## src/rtl/sim_test_monitor.sv

```systemverilog
// sim_test_monitor: snoops bus stores into an MMIO region and latches a pass/fail/timeout verdict.
// Console FIFO is built only when SIM_TEST_MONITOR_CONSOLE_EN is defined.
module sim_test_monitor #(
    parameter int          N_CH           = 1,
    parameter logic [3:0]  REGION_ID      = 4'h1,
    parameter logic [31:0] PASS_CODE      = 32'h777,
    parameter logic [63:0] TIMEOUT_CYCLES = 64'd1_000_000,
    parameter int          CON_DEPTH      = 16
) (
    input  logic              clk_i,
    input  logic              rst_i,
    input  logic [32*N_CH-1:0] dbus_cmd_addr_i,
    input  logic [N_CH-1:0]   dbus_cmd_we_i,
    input  logic [32*N_CH-1:0] dbus_wdata_data_i,
    output logic              done_o,
    output logic              pass_o,
    output logic              timeout_o,
    output logic [31:0]       fail_code_o,
    output logic [2:0]        fail_ch_o,
    output logic [63:0]       cycle_o,
    output logic              con_valid_o,
    output logic [7:0]        con_data_o,
    input  logic              con_ready_i,
    output logic              con_overflow_o
);
    typedef enum logic {RUN, DONE} state_e;
    state_e state_q;
    logic [N_CH-1:0] reported_q, rep_d, st_ok, st_bad, con_hit;
    logic [31:0] fail_code_q, fail_data;
    logic [2:0] fail_ch_q, fail_idx;
    logic [63:0] cycle_q;
    logic pass_q, timeout_q, to_hit, unused_bits;
    for (genvar g = 0; g < N_CH; g++) begin : g_ch
        logic hit;
        assign hit = dbus_cmd_we_i[g] && dbus_cmd_addr_i[32*g+28 +: 4] == REGION_ID;
        assign st_ok[g] = hit && dbus_cmd_addr_i[32*g+2 +: 2] == 2'd0 && dbus_wdata_data_i[32*g +: 32] == PASS_CODE;
        assign st_bad[g] = hit && dbus_cmd_addr_i[32*g+2 +: 2] == 2'd0 && dbus_wdata_data_i[32*g +: 32] != PASS_CODE;
        assign con_hit[g] = hit && dbus_cmd_addr_i[32*g+2 +: 2] == 2'd1;
    end
    // Descending scan so the lowest failing channel is the one left standing.
    always_comb begin
        fail_idx = '0;
        fail_data = '0;
        for (int k = N_CH - 1; k >= 0; k--)
            if (st_bad[k]) begin
                fail_idx = k[2:0];
                fail_data = dbus_wdata_data_i[32*k +: 32];
            end
    end
    assign rep_d = reported_q | st_ok;
    assign to_hit = TIMEOUT_CYCLES != 64'd0 && cycle_q == TIMEOUT_CYCLES - 64'd1;
    always_ff @(posedge clk_i) begin
        if (rst_i) begin
            state_q <= RUN;
            reported_q <= '0;
            cycle_q <= '0;
            pass_q <= 1'b0;
            timeout_q <= 1'b0;
            fail_code_q <= '0;
            fail_ch_q <= '0;
        end else if (state_q == RUN) begin
            cycle_q <= cycle_q + 64'd1;
            reported_q <= rep_d;
            if (|st_bad) begin
                state_q <= DONE;
                fail_code_q <= fail_data;
                fail_ch_q <= fail_idx;
            end else if (&rep_d) begin
                state_q <= DONE;
                pass_q <= 1'b1;
            end else if (to_hit) begin
                state_q <= DONE;
                timeout_q <= 1'b1;
            end
        end
    end
    assign done_o = state_q == DONE;
    assign pass_o = pass_q;
    assign timeout_o = timeout_q;
    assign fail_code_o = fail_code_q;
    assign fail_ch_o = fail_ch_q;
    assign cycle_o = cycle_q;
`ifdef SIM_TEST_MONITOR_CONSOLE_EN
    localparam int AW = $clog2(CON_DEPTH);
    logic [7:0] mem_q [CON_DEPTH];
    logic [AW:0] wr_q, rd_q;
    logic [7:0] push_data;
    logic ovf_q, full, pop, push;
    always_comb begin
        push_data = '0;
        for (int k = N_CH - 1; k >= 0; k--)
            if (con_hit[k]) push_data = dbus_wdata_data_i[32*k +: 8];
    end
    assign full = wr_q[AW] != rd_q[AW] && wr_q[AW-1:0] == rd_q[AW-1:0];
    assign con_valid_o = wr_q != rd_q;
    assign pop = con_valid_o && con_ready_i;
    assign push = |con_hit && (!full || pop);
    always_ff @(posedge clk_i) begin
        if (rst_i) begin
            wr_q <= '0;
            rd_q <= '0;
            ovf_q <= 1'b0;
        end else begin
            if (push) wr_q <= wr_q + 1'b1;
            if (pop) rd_q <= rd_q + 1'b1;
            if ($countones(con_hit) > 1 || (|con_hit && !push)) ovf_q <= 1'b1;
        end
    end
    always_ff @(posedge clk_i)
        if (push) mem_q[wr_q[AW-1:0]] <= push_data;
    assign con_data_o = con_valid_o ? mem_q[rd_q[AW-1:0]] : 8'h00;
    assign con_overflow_o = ovf_q;
    assign unused_bits = ^dbus_cmd_addr_i;
`else
    assign con_valid_o = 1'b0;
    assign con_data_o = 8'h00;
    assign con_overflow_o = 1'b0;
    assign unused_bits = ^{dbus_cmd_addr_i, con_ready_i, con_hit};
`endif
endmodule

```

## config.mk

```make
export PLATFORM = sky130hd
export DESIGN_NAME = sim_test_monitor
export DESIGN_NICKNAME = d
export VERILOG_FILES = /design/src/rtl/sim_test_monitor.sv
export SDC_FILE = /design/constraint.sdc
export NUM_CORES = 1
export LEC_CHECK = 0
export BUFFER_PORTS_ARGS = -buffer_cell sky130_fd_sc_hd__buf_2
export CAP_MARGIN = 20
export CORE_MARGIN = 2
export CORE_UTILIZATION = 53
export CTS_CLUSTER_SIZE = 28
export DETAILED_ROUTE_END_ITERATION = 12
export PLACE_DENSITY = 0.91
export RECOVER_POWER = 25
export SETUP_SLACK_MARGIN = 0.2
export SLEW_MARGIN = 20
export SYNTH_ARGS = -nofsm -noshare
export SYNTH_HDL_FRONTEND = slang
export SYNTH_SLANG_ARGS = --single-unit
```

## constraint.sdc

```tcl
create_clock -name clk_i -period 4.6 [get_ports clk_i]
set_clock_uncertainty 0.2 [all_clocks]
set_input_delay 0.69 -clock clk_i [delete_from_list [all_inputs] [get_ports clk_i]]
set_output_delay 0.69 -clock clk_i [all_outputs]
set_load 0.05 [all_outputs]
```

==> run_summary.xml <==
<?xml version="1.0" encoding="UTF-8"?>
<metrics>
  <group name="outcome">
    <metric name="status" unit="">finished with violations</metric>
    <metric name="violations" unit="">max-capacitance violations, max-slew violations</metric>
  </group>
  <group name="clock_tree">
    <metric name="max-clock-path-buffers" unit="">2</metric>
    <metric name="hold_buffers" unit="">0</metric>
    <metric name="clkLatencyLatePin" unit="ps">370</metric>
    <metric name="cts_tree" unit="">yes</metric>
    <metric name="cts.sinks" unit="">100</metric>
    <metric name="cts_repair_resize_count" unit="">0</metric>
    <metric name="clock_buffer_count_from_cts" unit="">9</metric>
    <metric name="clock-root-buffer" unit="">sky130_fd_sc_hd__clkbuf_8</metric>
    <metric name="cts_setup_buffers" unit="">0</metric>
    <metric name="cts.clk_slew.worst_paths" unit="ps">110</metric>
    <metric name="htreeDepth" unit="">3</metric>
  </group>
  <group name="worst_setup_path">
    <metric name="worst-setup-path-type" unit="">primary input to register</metric>
    <metric name="crit_required" unit="ps">4610</metric>
    <metric name="startpoint_of_the_most_critical_register_to_register_path" unit="">cycle_o[28]$_SDFFE_PP0N_</metric>
    <metric name="cp_cell_sequence" unit="">clkbuf_1 -&gt; clkbuf_1 -&gt; nand2b_1 -&gt; o31ai_1</metric>
    <metric name="cpMaxStageDelayCell" unit="">sky130_fd_sc_hd__clkbuf_1</metric>
    <metric name="critical_path.max_stage_delay" unit="ps">1260</metric>
    <metric name="timing.critical_path.mode_cell" unit="">sky130_fd_sc_hd__clkbuf_1</metric>
    <metric name="highest_net_fanout_along_the_worst_path" unit="">38</metric>
    <metric name="setup_crit_start" unit="">rst_i</metric>
    <metric name="critical_path_at" unit="ps">3280</metric>
    <metric name="critical_path_launch_point_type" unit="">primary input</metric>
    <metric name="timing.critical_path.to_type" unit="">register</metric>
  </group>
  <group name="floorplanning">
    <metric name="placement_rows" unit="">34</metric>
    <metric name="initial_core_util" unit="%">53.99</metric>
    <metric name="die_y" unit="µm">97.56</metric>
    <metric name="floorplan.die_area" unit="µm²">9518</metric>
    <metric name="floorplan.core_area" unit="µm²">8593</metric>
    <metric name="dieWidth" unit="µm">97.56</metric>
    <metric name="io_pins" unit="">180</metric>
  </group>
  <group name="layout">
    <metric name="area.growth.synth_to_final" unit="%">19.34</metric>
    <metric name="final_layout_size_suffix_gt1_share" unit="%">18.77</metric>
    <metric name="final_nets" unit="">730</metric>
    <metric name="antenna-diode-count" unit="">0</metric>
    <metric name="final_cells" unit="">774</metric>
  </group>
  <group name="pwr">
    <metric name="vdd.ir_drop.worst" unit="V">0.0001561</metric>
    <metric name="ratio_of_total_power_to_cell_area" unit="nW/µm²">283.0</metric>
    <metric name="static-leakage-power" unit="µW">0.002309</metric>
    <metric name="design_power_total" unit="µW">1567</metric>
  </group>
  <group name="synth">
    <metric name="synth_warnings" unit="">0</metric>
    <metric name="syn_area" unit="µm²">4639</metric>
    <metric name="ys_async_sr_fraction" unit="%">0</metric>
    <metric name="synthDominantAreaCellType" unit="">sky130_fd_sc_hd__dfxtp_1</metric>
    <metric name="ys_top_cells_by_area" unit="">sky130_fd_sc_hd__dfxtp_1 (43%), sky130_fd_sc_hd__mux2i_1 (7.3%), sky130_fd_sc_hd__nor2_1 (6.3%)</metric>
    <metric name="yosysSeqAreaShare" unit="%">43.15</metric>
    <metric name="synth_seq_cells" unit="">100</metric>
    <metric name="synthCells" unit="">530</metric>
    <metric name="yosys_most_used_dff" unit="">sky130_fd_sc_hd__dfxtp_1</metric>
    <metric name="synth.distinct_cells" unit="">37</metric>
    <metric name="average_cell_area_after_synthesis" unit="µm²">8.754</metric>
    <metric name="synth-edff-count" unit="">0</metric>
    <metric name="yosysTopAreaCellShare" unit="%">43.15</metric>
  </group>
  <group name="timing">
    <metric name="slew-limit-headroom" unit="%">-8.526</metric>
    <metric name="worst_slew_pin_slew" unit="ps">1628</metric>
    <metric name="report.final.hold_viol_count" unit="">0</metric>
    <metric name="timing.final.max_slew_violations" unit="">39</metric>
    <metric name="fmax_achieved" unit="MHz">305.4</metric>
    <metric name="worst_hold_slack" unit="ps">295.2</metric>
    <metric name="setup_violations" unit="">0</metric>
    <metric name="timing.setup.tns" unit="ps">0</metric>
    <metric name="final.period_utilization" unit="%">71.17</metric>
    <metric name="grt_setup_unrepaired" unit="">no</metric>
    <metric name="final.min_clock_period" unit="ps">3274</metric>
  </group>
  <group name="global_route">
    <metric name="global_route_usage_over_all_layers" unit="%">25.43</metric>
    <metric name="antenna_found_initial" unit="">0</metric>
    <metric name="grt_max_degree" unit="">39</metric>
    <metric name="gr-total-overflow" unit="">0</metric>
    <metric name="grt_pass1_wl" unit="mm">20.11</metric>
    <metric name="via_count_of_the_first_global_routing_pass" unit="">4285</metric>
  </group>
  <group name="placed_design">
    <metric name="routabilityCongestion" unit="">0.8946</metric>
    <metric name="dp_hpwl" unit="mm">9.243</metric>
    <metric name="numPortBuffers" unit="">139</metric>
    <metric name="placed_cells" unit="">758</metric>
  </group>
  <group name="drt">
    <metric name="drt-initial-drc-count" unit="">443</metric>
    <metric name="viasPerCell" unit="">6.041</metric>
    <metric name="routed.top_layer" unit="">met4</metric>
    <metric name="vias" unit="">4676</metric>
    <metric name="drtAntennaViolNets" unit="">0</metric>
    <metric name="drt_wl_total" unit="mm">12.52</metric>
    <metric name="wl_met1" unit="mm">4.972</metric>
    <metric name="detailroute.wirelength.met2" unit="mm">6.243</metric>
    <metric name="drtPass1Iterations" unit="">5</metric>
    <metric name="post_drt_wl_per_cell" unit="µm">16.17</metric>
    <metric name="drt_drc_violations_left" unit="">0</metric>
    <metric name="detailroute.wirelength.met3" unit="mm">1.062</metric>
  </group>
  <group name="run">
    <metric name="drv.max_cap_violation_count" unit="">1</metric>
  </group>
  <group name="worst_hold_path">
    <metric name="hold_start" unit="">timeout_o$_SDFFE_PP0P_</metric>
    <metric name="hold_path.class" unit="">register to register</metric>
  </group>
</metrics>
==> worst paths after layout <==
| kind | to | slack, ps | depth (start not counted) |
|---|---|---|---|
| worst max-delay path | pass_o$_SDFFE_PP0P_ | 1330 | 4 |
| worst min-delay path | timeout_o$_SDFFE_PP0P_ | 300 | 2 |
| worst min register to register | timeout_o$_SDFFE_PP0P_ | 300 | 2 |
| worst max register to register | cycle_o[60]$_SDFFE_PP0N_ | 1520 | 5 |
==> per-stage QoR <==
step                util, %  worst slack [ps]  area, µm²
floorplan                 -              1886       4684
global placement      62.30              1484       5354
detailed placement    62.62              1346       5381
CTS                   65.08              1589       5593
global route          64.43              1107       5537
finish                64.43              1326       5537
==> power breakdown <==
part	switching [µW]	internal [µW]
combinational	68.3	22.8
clock	337	266
sequential	3.72	869
==> Yosys cell counts (6+ instances only) <==
library cell	number
sky130_fd_sc_hd__dfxtp_1	100
sky130_fd_sc_hd__nor2_1	78
sky130_fd_sc_hd__mux2i_1	34
sky130_fd_sc_hd__nand4_1	34
sky130_fd_sc_hd__a21oi_1	31
sky130_fd_sc_hd__nand3_1	27
sky130_fd_sc_hd__nor4_1	23
sky130_fd_sc_hd__o21ai_0	20
sky130_fd_sc_hd__xor2_1	20
sky130_fd_sc_hd__nand2_1	17
sky130_fd_sc_hd__or3_1	17
sky130_fd_sc_hd__buf_4	14
sky130_fd_sc_hd__clkbuf_1	14
sky130_fd_sc_hd__xnor2_1	14
sky130_fd_sc_hd__or4_1	13
sky130_fd_sc_hd__nor3_1	9
sky130_fd_sc_hd__o31ai_1	9
sky130_fd_sc_hd__and3_1	8
sky130_fd_sc_hd__and4_1	7
sky130_fd_sc_hd__inv_1	7
sky130_fd_sc_hd__buf_2	6
==> final cells by class <==
cell class,count,area (µm²)
fillers,735,3057
multi-input cells,401,2480
flip-flops and latches,100,2002
repair buffers,142,681.9
well taps,108,135.1
clock buffers,9,123.9
clock inverters,7,87.58
inverters,7,26.28
==> sequential cells by signal, indices dropped and copies added, names as in the netlist <==
signal,flops
cycle_o,64
fail_code_o,32
done_o,1
pass_o,1
reported_q,1
timeout_o,1
==> worst max-delay path, delay by kind of cell <==
| kind | cells | cell delay, ps |
|---|---|---|
| simple gates | 1 | 220 |
| compound gates | 1 | 70 |
| buf+inv | 2 | 2280 |
==> cell usage in the layout, fill, tap and decap left out, types with 2 or more instances in the layout <==
cell type	instances
sky130_fd_sc_hd__clkbuf_8	9
sky130_fd_sc_hd__nor4bb_1	3
sky130_fd_sc_hd__or3_1	17
sky130_fd_sc_hd__nand2_1	17
sky130_fd_sc_hd__nor4b_1	3
sky130_fd_sc_hd__xor2_1	20
sky130_fd_sc_hd__or4_1	13
sky130_fd_sc_hd__xnor2_1	14
sky130_fd_sc_hd__mux2i_1	34
sky130_fd_sc_hd__inv_6	3
sky130_fd_sc_hd__and4_1	7
sky130_fd_sc_hd__nor4_2	3
sky130_fd_sc_hd__nand4_1	34
sky130_fd_sc_hd__and2_1	2
sky130_fd_sc_hd__nor4_1	23
sky130_fd_sc_hd__o31ai_1	9
sky130_fd_sc_hd__nor2b_1	2
sky130_fd_sc_hd__buf_2	100
sky130_fd_sc_hd__nor3_1	9
sky130_fd_sc_hd__inv_8	2
sky130_fd_sc_hd__nand2b_1	3
sky130_fd_sc_hd__o21ai_0	20
sky130_fd_sc_hd__conb_1	13
sky130_fd_sc_hd__nor2_1	78
sky130_fd_sc_hd__inv_1	7
sky130_fd_sc_hd__a21oi_1	31
sky130_fd_sc_hd__nand3_1	27
sky130_fd_sc_hd__dfxtp_1	100
sky130_fd_sc_hd__clkbuf_1	41
sky130_fd_sc_hd__and3_1	8
sky130_fd_sc_hd__nand4b_1	3
==> cell families after synthesis <==
logic type | after synthesis | synth area share (%)
xor gates and xnor gates | 34 | 6.419
other | 1 | 0.08083
AOI/OAI and AO/OA | 62 | 7.255
muxes | 34 | 7.336
DFF | 100 | 43.15
adders and majority gates | 1 | 0.2696
and+or+nand+nor | 257 | 30.88
buffers and inverters | 41 | 4.612
==> metal layers <==
layer	vias up	GRT usage, %
li1	2188	-
met1	2201	31.37
met2	261	42.71
met3	26	6.259
met4	0	10.04
met5	-	0
(Power assumes the default switching activity.)
